$ cat config.mk
export PLATFORM = sky130hd
export DESIGN_NAME = crack_scheduler
export DESIGN_NICKNAME = d
export VERILOG_FILES = /design/src/rtl/crack_scheduler.sv
export SDC_FILE = /design/constraint.sdc
export NUM_CORES = 1
export LEC_CHECK = 0
export BUFFER_PORTS_ARGS = -buffer_cell sky130_fd_sc_hd__buf_2
export CORE_MARGIN = 2
export CORE_UTILIZATION = 51
export CTS_CLUSTER_DIAMETER = 80
export DETAILED_ROUTE_END_ITERATION = 12
export PLACE_DENSITY = 0.85
export SYNTH_ARGS = -nofsm -noshare
export SYNTH_HDL_FRONTEND = slang
export SYNTH_HIERARCHICAL = 1
export SYNTH_SLANG_ARGS = --single-unit
$ cat constraint.sdc
create_clock -name clk -period 4.5 [get_ports clk]
set_input_delay 0.225 -clock clk [delete_from_list [all_inputs] [get_ports clk]]
set_output_delay 0.225 -clock clk [all_outputs]
set_load 0.01 [all_outputs]
$ cat src/rtl/crack_scheduler.sv
// Key-space scheduler: hands 2^BLOCK_W-key blocks round-robin to idle ARC4 crack engines,
// stops on the first hit (lowest engine wins) or reports exhaustion.

module crack_lane (
  input  logic clk,
  input  logic rst_n,
  input  logic clr,
  input  logic set,
  input  logic done,
  input  logic found,
  output logic busy,
  output logic hit
);
  // done/found from an engine we never started are ignored
  assign hit = done & found & busy;

  always_ff @(posedge clk or negedge rst_n) begin
    if (!rst_n)    busy <= 1'b0;
    else if (clr)  busy <= 1'b0;
    else if (set)  busy <= 1'b1;
    else if (done) busy <= 1'b0;
  end
endmodule

module crack_scheduler #(
  parameter int NUM_ENG = 4,
  parameter int KEY_W   = 24,
  parameter int BLOCK_W = 16
) (
  input  logic                     clk,
  input  logic                     rst_n,
  input  logic                     en,
  output logic                     rdy,
  output logic [NUM_ENG-1:0]       eng_start,
  output logic [KEY_W-1:0]         eng_base,
  output logic                     eng_abort,
  input  logic [NUM_ENG-1:0]       eng_done,
  input  logic [NUM_ENG-1:0]       eng_found,
  input  logic [NUM_ENG*KEY_W-1:0] eng_key,
  output logic [KEY_W-1:0]         key,
  output logic                     key_valid,
  output logic [2:0]               winner,
  output logic                     done
);
  localparam int PW  = $clog2(NUM_ENG);
  localparam int BLW = KEY_W - BLOCK_W + 1;
  localparam logic [BLW-1:0]   NUM_BLK  = BLW'(1) << (KEY_W - BLOCK_W);
  localparam logic [KEY_W-1:0] BLK_STEP = KEY_W'(1) << BLOCK_W;

  typedef enum logic [1:0] {S_IDLE, S_RUN, S_DONE} state_t;

  state_t             state;
  logic [NUM_ENG-1:0] busy, hit_vec, set_vec;
  logic [KEY_W-1:0]   next_base;
  logic [BLW-1:0]     blocks_left;
  logic [PW-1:0]      rr_ptr, sel_idx, rr_nxt;
  logic               sel_ok, any_hit, launch, dispatch, exhaust, clr_all;
  logic [KEY_W-1:0]   hit_key;
  logic [2:0]         hit_win;
  int                 idx;

  assign rdy      = (state != S_RUN);
  assign launch   = (state != S_RUN) && en;
  assign any_hit  = |hit_vec;
  assign clr_all  = launch || any_hit;
  assign dispatch = (state == S_RUN) && (blocks_left != '0) && sel_ok && !any_hit;
  assign exhaust  = (state == S_RUN) && (blocks_left == '0) && (busy == '0) && (eng_done == '0);
  assign rr_nxt   = (sel_idx == PW'(NUM_ENG - 1)) ? '0 : sel_idx + PW'(1);

  // first idle engine at or after rr_ptr, wrapping modulo NUM_ENG
  always_comb begin
    sel_ok  = 1'b0;
    sel_idx = '0;
    idx     = 0;
    for (int k = 0; k < NUM_ENG; k++) begin
      idx = int'(rr_ptr) + k;
      if (idx >= NUM_ENG) idx = idx - NUM_ENG;
      if (!sel_ok && !busy[idx]) begin
        sel_ok  = 1'b1;
        sel_idx = PW'(idx);
      end
    end
  end

  always_comb begin
    set_vec = '0;
    if (dispatch) set_vec[sel_idx] = 1'b1;
  end

  // descending scan so the lowest hitting engine overrides
  always_comb begin
    hit_key = '0;
    hit_win = '0;
    for (int i = NUM_ENG - 1; i >= 0; i--) begin
      if (hit_vec[i]) begin
        hit_key = eng_key[i*KEY_W +: KEY_W];
        hit_win = 3'(i);
      end
    end
  end

  for (genvar g = 0; g < NUM_ENG; g++) begin : g_lane
    crack_lane u_lane (
      .clk   (clk),
      .rst_n (rst_n),
      .clr   (clr_all),
      .set   (set_vec[g]),
      .done  (eng_done[g]),
      .found (eng_found[g]),
      .busy  (busy[g]),
      .hit   (hit_vec[g])
    );
  end

  always_ff @(posedge clk or negedge rst_n) begin
    if (!rst_n) begin
      state       <= S_IDLE;
      eng_start   <= '0;
      eng_base    <= '0;
      eng_abort   <= 1'b0;
      key         <= '0;
      key_valid   <= 1'b0;
      winner      <= '0;
      done        <= 1'b0;
      next_base   <= '0;
      blocks_left <= '0;
      rr_ptr      <= '0;
    end else begin
      eng_start <= '0;
      eng_abort <= 1'b0;
      case (state)
        S_IDLE, S_DONE: begin
          if (en) begin
            state       <= S_RUN;
            key         <= '0;
            key_valid   <= 1'b0;
            winner      <= '0;
            done        <= 1'b0;
            next_base   <= '0;
            blocks_left <= NUM_BLK;
            rr_ptr      <= '0;
          end
        end
        S_RUN: begin
          if (any_hit) begin
            key       <= hit_key;
            winner    <= hit_win;
            key_valid <= 1'b1;
            done      <= 1'b1;
            eng_abort <= 1'b1;
            state     <= S_DONE;
          end else begin
            if (dispatch) begin
              eng_start   <= set_vec;
              eng_base    <= next_base;
              next_base   <= next_base + BLK_STEP;
              blocks_left <= blocks_left - BLW'(1);
              rr_ptr      <= rr_nxt;
            end
            if (exhaust) begin
              done      <= 1'b1;
              key_valid <= 1'b0;
              state     <= S_DONE;
            end
          end
        end
        default: state <= S_IDLE;
      endcase
    end
  end
endmodule

; After elaboration in Yosys (flattened, before gate mapping)
; Cells that the tools add are included.
[word_totals]
mem_count = 0
ram_bits = 0
latchBits = 0
mem_bits_ro = 0
regBits = 99
[classes]
n_shift = 0
n_lt_le_gt_ge = 10
add_sub_neg = 10
bitwise = 9
div = 0
n_reduce_logical = 35
n_eq_ne = 9
multipliers = 0
muxes = 81
[ops]
columns = operator, count
row1 = two-way mux 24 bit, 8
row2 = "less-than comparator 32 x 4 -> 1 bit, second input constant", 4
row3 = two-way mux 32 bit, 4
row4 = case mux 24 bit (2 select lines), 2
row5 = two-way mux 1 bit, 32
row6 = two-way mux 9 bit, 3
row7 = "adder 24 x 17 -> 24 bit, second input constant", 1
row8 = two-way mux 2 bit, 12
row9 = case mux 9 bit (2 select lines), 1
row10 = two-way mux 4 bit, 4
row11 = two-way mux 3 bit, 5
row12 = nonzero test 3 bit, 4
row13 = "subtractor 3 x 3 -> 4 bit, second input constant", 3
row14 = logical AND 1 bit, 11
row15 = ">= comparator 3 bit, second input constant", 3
row16 = logical NOT 9 bit, 1
row17 = AND reduction 3 bit, 3
row18 = nonzero test 9 bit, 1
row19 = "subtractor 9 x 1 -> 9 bit, second input constant", 1
row20 = bitwise AND 1 bit, 8
row21 = binary-select mux 1 bit (select 2 bit), 4
row22 = logical NOT 4 bit, 2
row23 = "!= test 2 bit, second input constant", 4
row24 = case mux 2 bit (2 select lines), 2
row25 = 23 further kinds, 31

; Logic depth before layout (Yosys ltp)
[depth]
depth_word = 23
ltp_mapped = 11
mapped_depth_nobuf = 8

; Hierarchy
; The synthesis kept the hierarchy.
[by_module_without_submodules]
columns = module, cells_each, area_each_um2, seq_area_each_um2, instances
row1 = crack_scheduler, 340, 3414.5, 1551.5, 1
row2 = crack_lane, 5, 51.3, 25.0, 4

; Worst setup path after synthesis
; OpenSTA, ideal clock, no wires.
[synth_timing]
kind = reg2reg
startpoint = reg blocks_left[0]
endpoint = reg g_lane[0].u_lane.busy
arrival_ns = 2.037
path_buffers = 3
t_required_ns = 4.375
setup_time_ns = 0.125
synth_period_minus_slack_ns = 2.163
path_stages_with_launch = 12
path_slack_ns = 2.337
cell_sequence = dfrtp_1 -> inv_1 -> ha_1 -> or3b_2 -> clkbuf_1 -> or3_1 -> buf_6 -> nand2_8 -> buf_8 -> a211oi_1 -> inv_1 -> a21oi_2
[synth_via]
elab_chain_len = 7
word_cells_on_any_way = 8
cone_classes = 3 x mux / 5 x reduce/logical
[synth_lines]
columns = item, line_no
row1 = from (decl), 55  ; logic [BLW-1:0] blocks_left;
row2 = from (signal assigned), 157  ; blocks_left <= blocks_left - BLW'(1);
row3 = nonzero test 9 bit *, 66  ; assign dispatch = (state == S_RUN) && (blocks_left != '0) && sel_ok && !any_hit;
row4 = logical AND 1 bit * (3 in a row), 66
row5 = two-way mux 4 bit *, 87  ; if (dispatch) set_vec[sel_idx] = 1'b1;
row6 = via set_vec[0], 53  ; logic [NUM_ENG-1:0] busy, hit_vec, set_vec;
row7 = two-way mux 1 bit, 20  ; else if (set) busy <= 1'b1;
row8 = two-way mux 1 bit, 19  ; else if (clr) busy <= 1'b0;
row9 = to (signal assigned), 19
row10 = to (signal assigned), 20
row11 = to (signal assigned), 21  ; else if (done) busy <= 1'b0;
row12 = to (decl), 11  ; output logic busy,
; The timed path passes the listed nets; every way through them passes the cells marked *.
; A chain may end at the register's enable or synchronous reset.

; Worst setup path after layout
[layout_timing]
startpoint = reg g_lane[0].u_lane.busy
endpoint = reg key[7]
[layout_via]
elab_chain_len = 4
word_cells_on_any_way = 7
cone_classes = 1 x eq/ne / 3 x mux / 1 x bitwise / 2 x reduce/logical
[layout_lines]
columns = item, line_no
row1 = from (signal assigned), 18  ; if (!rst_n) busy <= 1'b0;
row2 = from (signal assigned), 19
row3 = from (signal assigned), 20
row4 = bitwise AND 1 bit *, 15  ; assign hit = done & found & busy;
row5 = via hit_vec[0], 53
row6 = OR reduction 4 bit / two-way mux 24 bit (equally long branches), "64, 95"
row7 = != test 2 bit (no source line) / two-way mux 24 bit (equally long branches), -
row8 = AND reduction 3 bit (no source line) / case mux 24 bit (2 select lines) (equally long branches), -
row9 = to (signal assigned), 146  ; key <= hit_key;
row10 = to (decl), 40  ; output logic [KEY_W-1:0] key,
; The timed path passes the listed nets; every way through them passes the cells marked *. The select of a mux whose other input is x is not followed.

==> results.json <==
{
  "cts_tree": "built",
  "fin_cells": 592,
  "r2r-start": "g_lane[0].u_lane/busy",
  "cts_buffer_depth": 2,
  "seq_area_frac_synth": 0.4563,
  "core_region_area_um2": 6832,
  "ys_warn_count": 6,
  "critPathKind": "reg -> reg",
  "clockRootBuffer": "clkbuf_8",
  "drv_slew": 0,
  "r2r_setup_slack_ns": 1.55,
  "clock-sinks": 66,
  "cts_resized": 0,
  "setup_violations": 0,
  "drive_above_1_share": 0.3891,
  "drtPass1Iterations": 4,
  "pre_cts_ws_ns": 1.602,
  "final_nets": 601,
  "synth_cells": 360,
  "rows": 30,
  "start_util": 0.5299,
  "ys_ff_latch": 66,
  "fin_worst_skew_ns": 0.007311,
  "critPathLaunch": "g_lane[0].u_lane/busy",
  "syn2layout_area_growth_pct": 23.33,
  "ant_nets": 0,
  "tns_ns": 0,
  "drv_cap": 0,
  "wl_per_cell_um": 16.46,
  "grt_max_degree": 67,
  "status": "finished, final reports clean",
  "clock_latency_ns": 0.35,
  "cts_setup_buffers": 0,
  "final_hold_viol_count": 0,
  "grt_pass1_wl_mm": 15.46,
  "pin_count": 166,
  "rsz0062_at_grt": "no",
  "cts_buffers": 9,
  "wl_mm": 9.746,
  "grt_util_all_layers": 0.2546,
  "critPathRequiredTime_ns": 4.75,
  "antenna_found_initial": 0,
  "grt_pass1_vias": 3275,
  "cp-start-kind": "flop",
  "synth-edff-count": 0,
  "antennaDiodeCount": 0,
  "viasPerCell": 5.860,
  "max_slew_margin": 0.1582,
  "ff2ff_path_depth": 5,
  "dpl.hpwl_mm": 7.041,
  "path_clk_slew_ns": 0.07,
  "synth_async_sr_flop_share": 1.000,
  "p_per_area_nw_per_um2": 575.9,
  "vias": 3469,
  "worst_pin_slew_ns": 1.257,
  "slowest_delay_ns": 0.93,
  "crit_family": "simple AND/OR/NAND/NOR gates",
  "final_common_cell": "buf_2",
  "synth_area_per_cell_um2": 10.05,
  "max_freq_mhz": 338.8,
  "crit_buf_inv": 1,
  "hp-class": "in -> async",
  "first_iter_violations": 219,
  "port_buffers": 148,
  "netlist_area_um2": 3620,
  "ys_types": 54,
  "htreeDepth": 3,
  "die_x_um": 88.25,
  "post-route-period-util": 0.6559,
  "gp_congestion": 0.8422,
  "die_y_um": 88.25,
  "overflow": 0,
  "cp.arrival_ns": 3.20,
  "power_w": 0.002571,
  "peakVddDrop_mv": 0.3086,
  "ys.flop_type": "dfrtp_1",
  "worst-path-stages": 5,
  "fin_crit_ns": 2.951,
  "slowest_stage": "nand2_1",
  "layout_common_cells": "148 x buf_2, 66 x dfrtp_1, 38 x nand2_1, 30 x o21ai_0, 25 x a221oi_1",
  "drc": 0,
  "crit_chain": "and3_2 > clkinv_1 > nand2_1 > o221ai_1 > o21ai_0",
  "dp.cells": 576,
  "p_leak_nw": 2.192,
  "fp.dieArea_um2": 7787,
  "critPathMaxFanout": 26,
  "endpoint_kind": "flop",
  "cts_hold_buf": 0,
  "fin_ws_ns": 1.549
}
## kinds of logic (layout without fill, tap and decap cells)
kind of cell | Yosys count | after routing | synth area share
buffers and inverters | 57 | 177 | 0.08434
flip-flops | 66 | 66 | 0.4563
other | 1 | 17 | 0.001036
multiplexers | 12 | 12 | 0.04425
adder cells (fa/ha/maj) | 3 | 3 | 0.01037
AO/OA/AOI/OAI | 125 | 125 | 0.2506
AND/OR/NAND/NOR | 96 | 96 | 0.1531
## synthesized netlist by cell type, types with 4 or more instances
cell	n	area (µm²)
dfrtp_1	66	1652
nand2_1	38	142.6
o21ai_0	30	150.1
a221oi_1	25	219.0
o221ai_1	23	201.4
clkbuf_1	18	67.56
buf_4	17	127.6
o31ai_1	13	97.59
inv_1	11	41.29
a21oi_1	8	40.04
mux2_4	8	120.1
nand2b_1	8	50.05
or4_1	7	52.55
and3_2	6	45.04
o211ai_1	6	45.04
a211oi_1	4	30.03
a21oi_2	4	35.03
mux2i_1	4	40.04
nand4_1	4	25.02
or2_2	4	25.02
## metrics by stage
| step | area [µm²] | hold slack [ns] | util |
|---|---|---|---|
| 2_1_floorplan | 3680 | -0.07059 | - |
| 3_3_place_gp | 4293 | 0.4511 | 0.6284 |
| 3_5_place_dp | 4293 | 0.4621 | 0.6284 |
| 4_1_cts | 4464 | 0.08927 | 0.6535 |
| 5_1_grt | 4464 | 0.1332 | 0.6535 |
| 6_report | 4464 | 0.04045 | 0.6535 |
## power breakdown
| group | total, W | internal (W) | switching [W] |
|---|---|---|---|
| combinational | 0.00121 | 0.000491 | 0.000715 |
| clock | 0.000437 | 0.000212 | 0.000225 |
| sequential | 0.000928 | 0.000781 | 0.000147 |
## final cells by class
cell class	count	area, µm²
clock buffer	11	141.4
clock inverter	5	30.03
timing repair buffer	149	748.2
fill	605	2367
inverter	12	45.04
multi-input combinational	253	1728
tap	96	120.1
sequential	66	1652
## path summary, 6_finish.rpt
path,endpoint
worst max-delay path,key[7]
worst min-delay path,eng_start[1]
worst max register to register,key[7]
worst min register to register,key[14]
max in group asynchronous,blocks_left[2]
min in group clk,key[5]
## registers in the layout, indices dropped and copies added (netlist names)
name and count:
blocks_left 9, done 1, eng_abort 1, eng_base 8, eng_start 4, g_lane.u_lane/busy 4
key 24, key_valid 1, next_base 8, rr_ptr 2, state 2, winner 2
## layer usage
metal / wire [µm] / part of all wire / GRT usage
met1: 4086 / 0.42 / 0.3579
met2: 4721 / 0.48 / 0.3910
met3: 669 / 0.069 / 0.03545
met4: 269 / 0.028 / 0.1240
met5: 0 / 0 / 0
## worst reg2reg max path, cell delays in order, from the launching register on
cell      delay, ns
dfrtp_1        0.46
and3_2         0.29
clkinv_1       0.62
nand2_1        0.93
o221ai_1       0.27
o21ai_0        0.29
Power figures use the tool's default switching activity.
